### src/rtl/breath_pkg.sv
// breath_pkg: shared types and constants for the breathing-LED PWM core.
//   ramp_state_e  ramp FSM state encoding (up / down / frozen)
//   speed_e       speed index, mapped to a ramp step by speed_step()
//   PWM_W_DEF     default PWM counter / brightness width
package breath_pkg;

  localparam int PWM_W_DEF = 8;

  typedef enum logic [1:0] {
    RAMP_UP   = 2'd0,
    RAMP_DOWN = 2'd1,
    RAMP_HOLD = 2'd2
  } ramp_state_e;

  typedef enum logic [1:0] {
    SPD_1 = 2'd0,
    SPD_2 = 2'd1,
    SPD_4 = 2'd2
  } speed_e;

  function automatic logic [2:0] speed_step(input speed_e spd);
    case (spd)
      SPD_2:   speed_step = 3'd2;
      SPD_4:   speed_step = 3'd4;
      default: speed_step = 3'd1;
    endcase
  endfunction

endpackage

### src/rtl/breath_pwm_core_edge_tick.sv
// edge_tick: rising-edge detector for a slow divider output sampled as data.
//   clk_i   system clock
//   rst_i   asynchronous active-high reset
//   sig_i   slow input, treated as data
//   tick_o  one-cycle pulse on the cycle sig_i is first seen high
module edge_tick (
  input  logic clk_i,
  input  logic rst_i,
  input  logic sig_i,
  output logic tick_o
);

  logic sig_q;

  always_ff @(posedge clk_i or posedge rst_i) begin
    if (rst_i) sig_q <= 1'b0;
    else       sig_q <= sig_i;
  end

  assign tick_o = sig_i & ~sig_q;

endmodule

### src/rtl/breath_pwm_core.sv
// breath_pwm_core: triangle brightness ramp driving a PWM LED, with a debounced
// speed/pause button. Divider outputs arrive as plain signals in the clk domain.
//   clk         system clock, all logic on posedge
//   rst         asynchronous active-high reset
//   clk_pwm     pwm-rate square wave (data)
//   clk_breath  ramp-rate square wave (data)
//   clk_db      debounce-rate square wave (data)
//   btn         raw button, active high, asynchronous
//   led         registered PWM output
//   brightness  current ramp value
//   dir_down    1 while descending (kept while paused)
//   paused      1 while the ramp is frozen
//
// state     | meaning
// RAMP_UP   | brightness rises by step on each breath tick
// RAMP_DOWN | brightness falls by step on each breath tick
// RAMP_HOLD | brightness frozen, dir_down remembers where to resume
module breath_pwm_core
  import breath_pkg::*;
#(
  parameter int PWM_W      = PWM_W_DEF,
  parameter int MAX_DUTY   = 255,
  parameter int DB_SAMPLES = 4
) (
  input  logic             clk,
  input  logic             rst,
  input  logic             clk_pwm,
  input  logic             clk_breath,
  input  logic             clk_db,
  input  logic             btn,
  output logic             led,
  output logic [PWM_W-1:0] brightness,
  output logic             dir_down,
  output logic             paused
);

  localparam logic [PWM_W:0]   MAX_EXT = (PWM_W+1)'(MAX_DUTY);
  localparam logic [PWM_W-1:0] MAX_VAL = PWM_W'(MAX_DUTY);

  logic pwm_tick, breath_tick, db_tick;

  edge_tick u_tick_pwm (
    .clk_i(clk), .rst_i(rst), .sig_i(clk_pwm), .tick_o(pwm_tick)
  );
  edge_tick u_tick_breath (
    .clk_i(clk), .rst_i(rst), .sig_i(clk_breath), .tick_o(breath_tick)
  );
  edge_tick u_tick_db (
    .clk_i(clk), .rst_i(rst), .sig_i(clk_db), .tick_o(db_tick)
  );

  // ---------------- button synchronizer and debounce ----------------
  logic                  btn_s1_q, btn_s2_q;
  logic [DB_SAMPLES-1:0] db_sh_q, db_sh_d;
  logic                  level_q, level_d;
  logic                  press;

  always_comb begin
    db_sh_d = db_sh_q;
    if (db_tick) db_sh_d = {db_sh_q[DB_SAMPLES-2:0], btn_s2_q};
    level_d = level_q;
    if (&db_sh_q)       level_d = 1'b1;
    else if (~|db_sh_q) level_d = 1'b0;
  end

  // Single-cycle press on the debounced 0->1 transition.
  assign press = (&db_sh_q) & ~level_q;

  always_ff @(posedge clk or posedge rst) begin
    if (rst) begin
      btn_s1_q <= 1'b0;
      btn_s2_q <= 1'b0;
      db_sh_q  <= '0;
      level_q  <= 1'b0;
    end else begin
      btn_s1_q <= btn;
      btn_s2_q <= btn_s1_q;
      db_sh_q  <= db_sh_d;
      level_q  <= level_d;
    end
  end

  // ---------------- ramp FSM ----------------
  ramp_state_e      state_q, state_d;
  speed_e           speed_q, speed_d;
  logic [PWM_W-1:0] bright_q, bright_d;
  logic             dir_q, dir_d;
  logic [PWM_W:0]   step_ext;
  logic [PWM_W:0]   sum_ext;

  always_ff @(posedge clk or posedge rst) begin
    if (rst) begin
      state_q  <= RAMP_UP;
      speed_q  <= SPD_1;
      bright_q <= '0;
      dir_q    <= 1'b0;
    end else begin
      state_q  <= state_d;
      speed_q  <= speed_d;
      bright_q <= bright_d;
      dir_q    <= dir_d;
    end
  end

  always_comb begin
    state_d  = state_q;
    speed_d  = speed_q;
    bright_d = bright_q;
    dir_d    = dir_q;
    step_ext = (PWM_W+1)'(speed_step(speed_q));
    // One extra bit so the sum near the ceiling cannot wrap.
    sum_ext  = {1'b0, bright_q} + step_ext;

    if (breath_tick) begin
      case (state_q)
        RAMP_UP: begin
          if (sum_ext >= MAX_EXT) begin
            bright_d = MAX_VAL;
            state_d  = RAMP_DOWN;
            dir_d    = 1'b1;
          end else begin
            bright_d = sum_ext[PWM_W-1:0];
          end
        end
        RAMP_DOWN: begin
          if ({1'b0, bright_q} <= step_ext) begin
            bright_d = '0;
            state_d  = RAMP_UP;
            dir_d    = 1'b0;
          end else begin
            bright_d = bright_q - step_ext[PWM_W-1:0];
          end
        end
        default: ;
      endcase
    end

    // A press in the same cycle as a breath tick lets the ramp use the old
    // setting; the new one is layered on top of the ramp result.
    if (press) begin
      if (state_q == RAMP_HOLD) begin
        state_d = dir_q ? RAMP_DOWN : RAMP_UP;
        speed_d = SPD_1;
      end else if (speed_q == SPD_4) begin
        state_d = RAMP_HOLD;
      end else if (speed_q == SPD_2) begin
        speed_d = SPD_4;
      end else begin
        speed_d = SPD_2;
      end
    end
  end

  always_comb begin
    paused     = (state_q == RAMP_HOLD);
    dir_down   = dir_q;
    brightness = bright_q;
  end

  // ---------------- PWM ----------------
  logic [PWM_W-1:0] pwm_cnt_q, pwm_cnt_d;
  logic [PWM_W-1:0] duty_q, duty_d;
  logic             led_q;

  always_comb begin
    pwm_cnt_d = pwm_cnt_q;
    duty_d    = duty_q;
    if (pwm_tick) begin
      pwm_cnt_d = pwm_cnt_q + 1'b1;
      // Shadow takes the registered brightness, not this cycle's ramp update.
      if (pwm_cnt_q == {PWM_W{1'b1}}) duty_d = bright_q;
    end
  end

  always_ff @(posedge clk or posedge rst) begin
    if (rst) begin
      pwm_cnt_q <= '0;
      duty_q    <= '0;
      led_q     <= 1'b0;
    end else begin
      pwm_cnt_q <= pwm_cnt_d;
      duty_q    <= duty_d;
      led_q     <= (pwm_cnt_q < duty_q);
    end
  end

  assign led = led_q;

endmodule
### config.mk
export PLATFORM = sky130hd
export DESIGN_NAME = breath_pwm_core
export DESIGN_NICKNAME = d
export VERILOG_FILES = /design/src/rtl/breath_pkg.sv /design/src/rtl/breath_pwm_core_edge_tick.sv /design/src/rtl/breath_pwm_core.sv
export SDC_FILE = /design/constraint.sdc
export NUM_CORES = 1
export LEC_CHECK = 0
export CORE_ASPECT_RATIO = 2
export CORE_UTILIZATION = 63
export DETAILED_ROUTE_END_ITERATION = 10
export GPL_ROUTABILITY_DRIVEN = 0
export PLACE_DENSITY_LB_ADDON = 0.05
export RECOVER_POWER = 25
export SLEW_MARGIN = 5
export SYNTH_ARGS = -nofsm -noshare
export SYNTH_HDL_FRONTEND = slang
export SYNTH_HIERARCHICAL = 1
export SYNTH_SLANG_ARGS = --single-unit
### constraint.sdc
create_clock -name clk -period 7 [get_ports clk]
set_input_delay 1.4 -clock clk [delete_from_list [all_inputs] [get_ports clk]]
set_output_delay 1.4 -clock clk [all_outputs]
set_load 0.03 [all_outputs]
Word-level counts from Yosys, hierarchy flattened --
Cells that the tools add are included.
Cells by class: bitwise gates (word level) 8, add/subtract/negate cells 3, magnitude comparators 3, reductions and logical operators 8, eq/ne operators 9, multiplexer cells 20
Operator list (number):
- $mux 2 | 9
- $mux 8 | 2
- $pmux 8 s2 | 1
- $add 8x3->9 | 1
- $ge 9x8->1 const B | 1
- $add 8x1->8 const B | 1
- $eq 8x8->1 const B | 1
- $le 8x3->1 | 1
- $lt 8x8->1 | 1
- $ne 2x2->1 const B | 4
- $reduce_and 4->1 | 2
- $sub 8x3->8 | 1
- $pmux 3 s2 | 1
- $reduce_and 2->1 | 3
- $mux 1 | 5
- $and 1x1->1 | 4
- $eq 2x1->1 const B | 2
- $eq 2x2->1 const B | 2
- $not 1->1 | 4
- $pmux 2 s2 | 1
- $reduce_or 4->1 | 1
- $logic_not 2->1 | 1
- $pmux 1 s2 | 1
- $reduce_bool 2->1 | 1
Storage, ports and cells: register bits after elaboration 40, word-level logic and storage cells 65, output and inout bits 11

Logic depth before layout (Yosys ltp) --
depth after elaboration 10, gate-level depth with buffers 11, depth with buffers taken out 10

Cells and area by module --
The synthesis kept the hierarchy.
By module, submodules not included:
- breath_pwm_core | area an instance 2356.0 um2, times used 1, cells each 248, sequential area each 925.9 um2
- edge_tick | area an instance 42.5 um2, times used 3, cells each 3, sequential area each 25.0 um2

Worst setup path after synthesis --
No wires, ideal clock.
kind input to register, from input clk_pwm, to register duty_q[6], cell stages on the path 7, required time 6.866 ns, arrival 2.500 ns, slack 4.367 ns, cell sequence nor2b_4 > nand3_1 > nor2_1 > and3_1 > clkbuf_1 > clkbuf_1 > o21ai_0
On the way: cells in the longest elaborated chain, start to end 2
Ends and longest elaborated chain:
- from (decl) | line breath_pwm_core.sv:27 | input logic clk_pwm,
- $and 1x1->1 | line breath_pwm_core_edge_tick.sv:20 | assign tick_o = sig_i & ~sig_q;
- $reduce_and 2->1 (no line)
- to (signal assigned) | line breath_pwm_core.sv:182 | duty_q <= duty_d;
- to (decl) | line breath_pwm_core.sv:162 | logic [PWM_W-1:0] duty_q, duty_d;
No other way between the ends. A chain may end at the register's enable or synchronous reset.

==> flow_summary_export.csv <==
group,metric,value,unit
synth,yosysWarnings,6,
sta,relSlewSlack,-0.2982,
synth,synthCells,257,
drt,dr.pass1.iters,7,
pwr,p_leak,1.208,nW
place,hpwl,4033,µm
sta,fin_crit,3.449,ns
sta,finalCritPeriodShare,0.4927,
synth,syn_avg_cell_area,9.664,µm²
global_route,grt_max_degree,38,
cells_and_area,syn2layout_area_growth,10.18,%
die,ioPinCount,17,
synth,synth_commonest_cells,"dfrtp_1 (40), inv_1 (24), nand2_1 (18)",
pwr,total_power,1.191,mW
die,die_area,4212,µm²
setup_path,crit_type,"in2async",
drt,num_vias,1946,
die,dieHeight,90.80,µm
setup_path,critPathTopFamily,"buffers and inverters",
global_route,grt_usage,0.2893,
sta,slew_viol_final,38,
setup_path,cp_slowest_cell,"clkbuf_1",
clocking,cts-hold-fix-buffers,0,
die,start_util,0.6530,
setup_path,path_cells,"dlygate4sd3_1 > inv_1 > clkbuf_1",
drt,drt-total-wl,5334,µm
status,violations,"design-rule violations, max-capacitance violations, max-slew violations",
setup_path,critPathBufInv,3,
global_route,grt_pass1_vias,1870,
sta,setup_violations,0,
cells_and_area,finalNonFillerCells,317,
synth,async_flop_share,1.000,
synth,synth_area_leader_cell,"dfrtp_1",
sta,clock.fmax,289.9,MHz
synth,synthTopCellsByArea,"dfrtp_1 (40%), ha_1 (8.6%), inv_1 (3.6%)",
clocking,htree_levels,2,
setup_path,worst-path-max-fanout,37,
synth,synth-edff-count,0,
clocking,post_cts_buffers,0,
synth,syn_nets,282,
place,io_buffers,16,
die,core_area,3804,µm²
sta,final.setup.tns,0,ns
cells_and_area,nNetsFinal,290,
setup_path,crit_arrival,3.47,ns
setup_path,start_kind,"primary input",
synth,netlist-cell-type-count,54,
synth,netlist_area,2484,µm²
status,status,"finished with violations",
synth,synth_ff_type,"dfrtp_1",
pwr,p_per_area,435.4,nW/µm²
clocking,clk_pin_slew,0.07,ns
synth,ys_ff_latch,40,
die,num_rows,32,
global_route,grt_overflow,0,
cells_and_area,drive_gt1_frac,0.08271,
setup_path,required,7.02,ns
setup_path,slowest_delay,1.39,ns
drt,wl_per_cell,16.83,µm
synth,synth_top_area_frac,0.4030,
drt,viasPerCell,6.139,
place,placed_cells,309,
synth,ys_seq_area_frac,0.4030,
cells_and_area,nFillCells,310,
global_route,antenna_found_initial,0,
clocking,cts_tree,"yes",
pwr,max-vdd-ir-drop,0.0003482,V
clocking,clockBufferDepth,2,
drt,drt_iter0_drc,45,
flow_run,maxCapViolations,1,
clocking,cts_resized,0,
worst_hold_path,hold_class,"reg2reg",
setup_path,endpoint_kind,"asynchronous set/reset pin",
sta,hold_viol_final,0,
synth,yosysMostFrequentCell,"dfrtp_1",
sta,fin_worst_skew,0.003769,ns
die,die_x,46.40,µm
clocking,insertion_delay,0.29,ns
global_route,grt_pass1_wl,8756,µm
clocking,cts-root-buf,"clkbuf_8",
sta,rsz0062_at_grt,"no",
drt,drc,1,
clocking,numCtsBuffers,5,
cells_and_area,diodes,0,
clocking,clock-sinks,40,
sta,tightestPinTransition,1.947,ns
drt,ant_nets,0,
-- state kept, by name, summed over array words and instances, names as in the netlist --
signal / count
u_tick_breath/sig_q: 1
duty_q: 8
brightness: 8
led: 1
pwm_cnt_q: 8
level_q: 1
db_sh_q: 4
state_q: 2
btn_s2_q: 1
speed_q: 2
dir_down: 1
u_tick_pwm/sig_q: 1
btn_s1_q: 1
u_tick_db/sig_q: 1
-- cell usage in the layout, fill, tap and decap left out, types with 2 or more instances in the layout --
master | synthesis | routed
dfrtp_1 | 40 | 40
inv_1 | 24 | 24
nand2_1 | 18 | 18
ha_1 | 17 | 17
o21ai_1 | 13 | 13
clkdlybuf4s50_1 | 0 | 11
nand3_1 | 10 | 10
nor2_1 | 10 | 10
o21ai_0 | 9 | 9
a21oi_1 | 9 | 9
xnor2_1 | 7 | 7
mux2_2 | 6 | 6
nor2b_1 | 6 | 6
nor3_1 | 5 | 5
o211ai_1 | 5 | 5
clkbuf_8 | 0 | 5
dlygate4sd3_1 | 0 | 5
a31oi_1 | 4 | 4
and3_1 | 3 | 3
xor2_1 | 3 | 3
nand4_1 | 3 | 3
nand2b_1 | 3 | 3
nor2b_4 | 3 | 3
a211oi_1 | 2 | 2
nand3b_1 | 2 | 2
o2111ai_1 | 2 | 2
a2111oi_0 | 2 | 2
a41oi_1 | 2 | 2
a32o_1 | 2 | 2
nor4_1 | 2 | 2
o31ai_1 | 2 | 2
o311ai_1 | 2 | 2
a211o_1 | 2 | 2
fa_1 | 2 | 2
clkbuf_1 | 12 | 2
-- metal layers --
metal	vias up	track usage	part of all wire
met3	17	0.03400	0.028
li1	927	-	-
met2	50	0.4815	0.57
met5	-	0	0
met4	0	0.1740	0.034
met1	952	0.3255	0.37
-- worst register-to-register path: cells and delay by family, from the launching register on --
kind,cells,cell delay (ns)
adders and majority gates,3,0.97
DFF,1,0.41
and+or+nand+nor,1,0.24
AOI/OAI and AO/OA,4,1.19
buffers and inverters,1,0.05
-- layout make-up --
cell class / count / area [µm²] / share of cell area
repair buffers: 18 / 171.4 / 0.06264
inverters: 24 / 90.09 / 0.03292
clock buffers: 6 / 72.57 / 0.02652
well taps: 51 / 63.81 / 0.02332
clock inverters: 2 / 35.03 / 0.01280
flip-flops and latches: 40 / 1001 / 0.3658
multi-input cells: 176 / 1303 / 0.4760
-- path summary, 6_finish.rpt --
path,start,to,slack [ns],cells after the start
worst min-delay path,btn_s1_q$_DFF_PP0_,btn_s2_q$_DFF_PP0_,0.35,0
min in group asynchronous,rst,u_tick_breath/sig_q$_DFF_PP0_,1.46,2
worst max register to register,speed_q[1]$_DFFE_PP0P_,brightness[3]$_DFFE_PP0P_,3.97,9
max in group clk,state_q[0]$_DFF_PP0_,paused,3.67,2
worst max-delay path,rst,brightness[2]$_DFFE_PP0P_,3.55,3
worst min register to register,btn_s1_q$_DFF_PP0_,btn_s2_q$_DFF_PP0_,0.35,0
-- through the flow --
step	setup WS [ns]	cell area, µm²	hold WS [ns]	utilization
6_report	3.551	2736	0.3514	0.7194
5_1_grt	3.066	2736	0.3647	0.7194
4_1_cts	3.668	2745	0.3546	0.7217
3_5_place_dp	3.635	2638	0.3371	0.6934
3_3_place_gp	3.689	2638	0.3331	0.6934
2_1_floorplan	4.367	2484	0.3312	-
-- logic make-up (layout without fill, tap and decap cells) --
logic type,count (synthesis),in the layout,share of synthesized area
AND/OR/NAND/NOR,70,70,0.1577
multiplexers,8,8,0.03577
flip-flops,40,40,0.4030
XOR/XNOR,10,10,0.03527
AO/OA/AOI/OAI,69,69,0.1960
adder cells (fa/ha/maj),19,19,0.1018
buffers and inverters,41,50,0.07053
-- power breakdown --
part | switching, mW | internal, mW | total (mW)
clock network | 0.0794 | 0.106 | 0.185
logic | 0.348 | 0.255 | 0.603
registers | 0.114 | 0.289 | 0.403
Note: power is estimated with default switching activity, not from simulation.
